`src/rtl/cnn_pkg.sv`:
```
// cnn_pkg: definitions shared by the CNN post-processing stages.
//   - Default conv-result width and feature-map geometry.
//   - Row-sequencing state encoding used by relu_maxpool2x2.
//   - relu(): clamps a sign-extended value at zero.
package cnn_pkg;

  localparam int DATA_W_DEF = 22;
  localparam int MAP_W_DEF  = 4;
  localparam int MAP_H_DEF  = 4;

  // Working width for relu(). Callers sign-extend their narrower value to
  // this width and keep only the low bits of the result.
  localparam int RELU_W = 64;

  typedef enum logic {
    EVEN_ROW = 1'b0,
    ODD_ROW  = 1'b1
  } row_state_e;

  function automatic logic [RELU_W-1:0] relu(input logic [RELU_W-1:0] x);
    return x[RELU_W-1] ? '0 : x;
  endfunction

endpackage

```
`src/rtl/pool_line_buf.sv`:
```
// pool_line_buf: half-width line buffer for the 2x2 pooling stage.
// Holds one horizontal pair maximum per window column, written while the
// even row of a window pair streams in and read back on the odd row.
//
// Ports:
//   clk      in   clock, rising edge
//   idx      in   entry index, shared by the write and the read port
//   wr_en    in   write wr_data into entry idx on the next edge
//   wr_data  in   value to store
//   rd_data  out  combinational read of entry idx
//
// Contents are not reset: every entry is written on an even row before it
// is read on the following odd row.
module pool_line_buf #(
  parameter int DEPTH = 2,
  parameter int WIDTH = 21,
  parameter int AW    = 1
) (
  input  logic             clk,
  input  logic [AW-1:0]    idx,
  input  logic             wr_en,
  input  logic [WIDTH-1:0] wr_data,
  output logic [WIDTH-1:0] rd_data
);

  logic [WIDTH-1:0] mem_q [DEPTH];
  logic [WIDTH-1:0] mem_d [DEPTH];

  always_comb begin
    mem_d = mem_q;
    if (wr_en) begin
      mem_d[idx] = wr_data;
    end
  end

  always_ff @(posedge clk) begin
    mem_q <= mem_d;
  end

  assign rd_data = mem_q[idx];

endmodule

```
`src/rtl/relu_maxpool2x2.sv`:
```
// relu_maxpool2x2: ReLU followed by 2x2 stride-2 max pooling over a
// raster-ordered MAP_W x MAP_H map of signed conv results.
//
// Ports:
//   clk        in   clock, rising edge
//   rst_n      in   synchronous active-low reset
//   in_valid   in   in_data holds a conv result
//   in_ready   out  sample accepted this cycle when in_valid is also high
//   in_data    in   signed conv result, row-major order
//   out_valid  out  out_data holds a pooled value
//   out_ready  in   downstream takes out_data this cycle
//   out_data   out  pooled value (unsigned, ReLU domain)
//   out_last   out  marks the last pooled value of a frame
//
// Handshake: a transfer happens on a rising edge where valid && ready.
// out_valid/out_data/out_last hold until they are taken; in_ready is low
// whenever an untaken output is pending, so an output is never overwritten.
//
// The row-sequencing FSM state is row_state_q (EVEN_ROW / ODD_ROW).
module relu_maxpool2x2
  import cnn_pkg::*;
#(
  parameter int DATA_W = DATA_W_DEF,
  parameter int MAP_W  = MAP_W_DEF,
  parameter int MAP_H  = MAP_H_DEF
) (
  input  logic              clk,
  input  logic              rst_n,
  input  logic              in_valid,
  output logic              in_ready,
  input  logic [DATA_W-1:0] in_data,
  output logic              out_valid,
  input  logic              out_ready,
  output logic [DATA_W-2:0] out_data,
  output logic              out_last
);

  localparam int OUT_W    = DATA_W - 1;
  localparam int COL_W    = (MAP_W > 2) ? $clog2(MAP_W) : 1;
  localparam int ROW_W    = (MAP_H > 2) ? $clog2(MAP_H) : 1;
  localparam int LB_DEPTH = MAP_W / 2;
  localparam int LB_AW    = (LB_DEPTH > 1) ? $clog2(LB_DEPTH) : 1;

  localparam logic [COL_W-1:0] COL_LAST = COL_W'(MAP_W - 1);
  localparam logic [ROW_W-1:0] ROW_LAST = ROW_W'(MAP_H - 1);

  // Registered state
  logic [COL_W-1:0] col_q, col_d;
  logic [ROW_W-1:0] row_q, row_d;
  row_state_e       row_state_q, row_state_d;
  logic [OUT_W-1:0] pair_q, pair_d;
  logic             out_valid_q, out_valid_d;
  logic [OUT_W-1:0] out_data_q, out_data_d;
  logic             out_last_q, out_last_d;

  // Datapath
  logic [RELU_W-1:0] in_ext;
  logic [OUT_W-1:0]  r_val;
  logic [OUT_W-1:0]  m_val;
  logic [OUT_W-1:0]  lb_rd;
  logic [OUT_W-1:0]  pool_val;
  logic [LB_AW-1:0]  lb_idx;
  logic              accept;
  logic              col_wrap;
  logic              lb_wr_en;
  logic              load_out;

  assign in_ready = !out_valid_q || out_ready;
  assign accept   = in_valid && in_ready;
  assign col_wrap = accept && (col_q == COL_LAST);

  // Sign-extend to the package working width; the low OUT_W bits of the
  // clamped value are exactly in_data[DATA_W-2:0] for non-negative input.
  assign in_ext = {{(RELU_W - DATA_W){in_data[DATA_W-1]}}, in_data};
  assign r_val  = OUT_W'(relu(in_ext));

  // Odd column: max of the held even-column sample and this one.
  assign m_val    = (r_val > pair_q) ? r_val : pair_q;
  // Odd row: fold in the pair maximum from the row above.
  assign pool_val = (lb_rd > m_val) ? lb_rd : m_val;

  assign lb_idx = LB_AW'(col_q >> 1);

  pool_line_buf #(
    .DEPTH (LB_DEPTH),
    .WIDTH (OUT_W),
    .AW    (LB_AW)
  ) u_line_buf (
    .clk     (clk),
    .idx     (lb_idx),
    .wr_en   (lb_wr_en),
    .wr_data (m_val),
    .rd_data (lb_rd)
  );

  // Row FSM: next state and the per-row actions taken on odd columns.
  always_comb begin
    row_state_d = row_state_q;
    lb_wr_en    = 1'b0;
    load_out    = 1'b0;

    if (accept && col_q[0]) begin
      if (row_state_q == EVEN_ROW) begin
        lb_wr_en = 1'b1;
      end else begin
        load_out = 1'b1;
      end
    end

    if (col_wrap) begin
      if (row_q == ROW_LAST) begin
        row_state_d = EVEN_ROW;
      end else begin
        row_state_d = (row_state_q == EVEN_ROW) ? ODD_ROW : EVEN_ROW;
      end
    end
  end

  // Counters, pair register and output register.
  always_comb begin
    col_d       = col_q;
    row_d       = row_q;
    pair_d      = pair_q;
    out_valid_d = out_valid_q;
    out_data_d  = out_data_q;
    out_last_d  = out_last_q;

    if (accept) begin
      if (!col_q[0]) begin
        pair_d = r_val;
      end
      if (col_q == COL_LAST) begin
        col_d = '0;
        row_d = (row_q == ROW_LAST) ? '0 : row_q + 1'b1;
      end else begin
        col_d = col_q + 1'b1;
      end
    end

    if (out_valid_q && out_ready) begin
      out_valid_d = 1'b0;
    end

    // A new load takes priority over a same-cycle drain, keeping out_valid
    // high with the fresh value.
    if (load_out) begin
      out_valid_d = 1'b1;
      out_data_d  = pool_val;
      out_last_d  = (row_q == ROW_LAST) && (col_q == COL_LAST);
    end
  end

  always_ff @(posedge clk) begin
    if (!rst_n) begin
      col_q       <= '0;
      row_q       <= '0;
      row_state_q <= EVEN_ROW;
      pair_q      <= '0;
      out_valid_q <= 1'b0;
      out_data_q  <= '0;
      out_last_q  <= 1'b0;
    end else begin
      col_q       <= col_d;
      row_q       <= row_d;
      row_state_q <= row_state_d;
      pair_q      <= pair_d;
      out_valid_q <= out_valid_d;
      out_data_q  <= out_data_d;
      out_last_q  <= out_last_d;
    end
  end

  assign out_valid = out_valid_q;
  assign out_data  = out_data_q;
  assign out_last  = out_last_q;

endmodule

```
`config.mk`:
```
export PLATFORM = sky130hd
export DESIGN_NAME = relu_maxpool2x2
export DESIGN_NICKNAME = d
export VERILOG_FILES = /design/src/rtl/cnn_pkg.sv /design/src/rtl/pool_line_buf.sv /design/src/rtl/relu_maxpool2x2.sv
export SDC_FILE = /design/constraint.sdc
export NUM_CORES = 1
export LEC_CHECK = 0
export BUFFER_PORTS_ARGS = -buffer_cell sky130_fd_sc_hd__clkbuf_2
export CAP_MARGIN = 20
export CORE_ASPECT_RATIO = 1.2
export CORE_MARGIN = 2
export CORE_UTILIZATION = 64
export DETAILED_ROUTE_END_ITERATION = 16
export GPL_TIMING_DRIVEN = 0
export PLACE_DENSITY = 0.93
export SYNTH_ARGS = -nofsm -noshare
export SYNTH_HDL_FRONTEND = slang
export SYNTH_SLANG_ARGS = --single-unit
```
`constraint.sdc`:
```
create_clock -name clk -period 11.35 [get_ports clk]
set_input_delay 1.7025 -clock clk [delete_from_list [all_inputs] [get_ports clk]]
set_output_delay 1.7025 -clock clk [all_outputs]
set_load 0.05 [all_outputs]
```
==> flow_summary.ini <==
[logic_synthesis]
synth_area_leaders = edfxtp_1 (25%), dfxtp_1 (19%), ha_1 (11%), nand2_1 (5.7%), mux2_2 (4.6%)
postSynthAreaPerCell_sq_um = 9.66
netlist_instances = 529
synth_nets = 599
synth_cell_type_count = 43
synthTopCellsByCount = nand2_1 (77), dfxtp_1 (49), ha_1 (44)
synth_top_area_share = 0.247
synth_edf_count = 42
ys_ff_latch = 91
synth-main-ff-cell = dfxtp_1
syn_area_sq_mm = 0.00511
synth_warnings = 0
seq_area_frac_synth = 0.439
async_flop_share = 0
synth.most_common_cell = nand2_1
synth_area_leader_cell = edfxtp_1

[timing]
report.final.slew_viol_count = 0
tns_ns = 0
post-route-period-util = 0.618
tightest_slew_ns = 1.01
setup_viol = 0
rsz0062_at_grt = false
slew_headroom = 0.326
max_freq_mhz = 143
skew_ns = 0.0124
min_period_ns = 7.01
hold_viol_final = 0

[global_routing]
overflow = 0
antenna_found_initial = 0
grt_pass1_wl_um = 19900
first_global_vias = 4134
grtUsageTotal = 0.294
grt_start_max_net_pins = 17

[placement]
place_inst = 671
dpl-instance-area_sq_mm = 0.00551
dp_hpwl_um = 9120
place.gp.congestion = 0.921
port_buffers = 48

[critical_path]
cp-start-kind = input pin
path_class = input pin to flip-flop
critPathArrivalTime_ns = 7.27
crit_fanout = 10
worstSetupEndpointType = flip-flop
cp.required_ns = 11.61

[cts]
cts_tree = built
holdBufCountCts = 0
numCtsBuffers = 9
cts_repair_resize_count = 0
cts_setup_buffers = 0
cts_sinks = 91
cts_max_level = 3
clk_latency_ns = 0.37
clock_path_buffers = 2
cts.clk_slew.worst_paths_ns = 0.09
cts_root_buf = clkbuf_8

[drt]
postRouteAntennaNets = 0
post-route-drc-count = 0
dr.pass1.iters = 5
via_per_inst = 6.08
drtIter0Drc = 258
wl_per_cell_um = 17.8
dr_total_vias = 4180
drt-total-wl_um = 12200

[floorplanning]
fp.dieW_um = 85.6
die_h_um = 102
io-pin-count = 50
dieArea_sq_mm = 0.00872
core-area_sq_mm = 0.00771
rows = 35
start_util = 0.663

[min_path]
hold_path_class = flip-flop to flip-flop

[job]
cap_violations = 0

[final_layout]
stdcell_count = 687
nNetsFinal = 660
drive_above_1_share = 0.197
syn_to_final_growth_pct = 12.6
finalInstanceArea_sq_mm = 0.00575
num_antenna_cells = 0

[status]
outcome = completed

[pwr]
power_density_mw_per_mm2 = 132
p_leak_nw = 2.40
vdd_drop_max_uv = 81.9
-- final timing paths --
check,end,depth (start not counted),slack [ns],startpoint
worst max-delay path,out_data[14],21,4.34,in_data[21]
worst min-delay path,pair_q[20],2,0.49,pair_q[20]
worst max register to register,out_data[14],19,5.88,pair_q[6]
worst min register to register,pair_q[20],2,0.49,pair_q[20]
-- worst max-delay path, cell delays in order --
cell and delay (ns):
clkbuf_2 0.10, clkbuf_1 0.40, nor2b_1 0.20, ha_1 0.34, a21oi_1 0.12, o21ai_0 0.16
a221oi_1 0.31, o211a_1 0.24, clkbuf_1 0.44, buf_2 0.31, nor2_1 0.08, a21oi_2 0.18
ha_1 0.29, a21oi_1 0.13, o21ai_0 0.12, a221o_1 0.38, a2111oi_1 0.61, a41o_1 0.22
nand2_1 0.27, clkbuf_1 0.33, o2111a_1 0.32
-- layer usage --
metal  vias to the layer above  share of wire  global-route usage  routed length, um
met4                         0          0.041               0.147                501
li1                       1993              -                   -                  -
met1                      1934           0.40               0.354               4820
met5                         -              0                   0                  0
met3                        54          0.063              0.0533                764
met2                       199           0.50               0.508               6110
-- layout by cell type, fill, tap and decap left out, drive strengths merged, types with 2 or more instances in the layout --
cell type | netlist | final
clkbuf | 24 | 81
nand2 | 77 | 77
dfxtp | 49 | 49
ha | 44 | 44
inv | 42 | 44
edfxtp | 42 | 42
a21oi | 38 | 38
nor2b | 26 | 26
a21boi | 26 | 26
nand2b | 22 | 22
nor2 | 22 | 22
mux2 | 21 | 21
or3 | 20 | 20
o2111a | 19 | 19
nand3 | 11 | 11
buf | 5 | 7
nand4 | 6 | 6
o21ai | 5 | 5
nor3 | 5 | 5
a21o | 3 | 3
bufinv | 0 | 3
mux2i | 2 | 2
and4 | 2 | 2
and3 | 2 | 2
o211ai | 2 | 2
clkinv | 0 | 2
-- kinds of logic after synthesis --
family | Yosys count | share of synthesized area
AOI/OAI and AO/OA | 101 | 0.151
muxes | 23 | 0.0502
DFF | 91 | 0.439
buffers and inverters | 71 | 0.0558
and+or+nand+nor | 199 | 0.197
adders and majority gates | 44 | 0.108
-- final cells by class --
cell class	instances	area, sq um
plain buffers	29	128
clock inverters	7	124
well taps	92	115
fillers	505	1950
inverters	42	158
multi-input cells	367	2590
flip-flops and latches	91	2240
repair buffers	50	270
clock buffers	9	124
-- through the flow --
stage | hold slack [ns] | util | worst slack, ns | total power, mW
2_1_floorplan | 0.447 | - | 5.20 | 0.452
3_3_place_gp | 0.452 | 0.709 | 4.24 | 0.481
3_5_place_dp | 0.473 | 0.714 | 4.03 | 0.491
4_1_cts | 0.486 | 0.747 | 4.44 | 0.758
5_1_grt | 0.509 | 0.747 | 3.94 | 0.787
6_report | 0.485 | 0.747 | 4.34 | 0.760
-- registers in the layout (all words and copies together) (netlist names) --
| signal | flops |
|---|---|
| u_line_buf.mem_q | 42 |
| row_state_q | 1 |
| row_q | 2 |
| pair_q | 21 |
| out_last | 1 |
| col_q | 2 |
| out_valid | 1 |
| out_data | 21 |
-- power breakdown --
| part | internal [mW] | switching, mW |
|---|---|---|
| sequential | 0.352 | 0.00434 |
| combinational | 0.0472 | 0.0839 |
| clock | 0.149 | 0.124 |
Note: power is estimated with default switching activity, not from simulation.
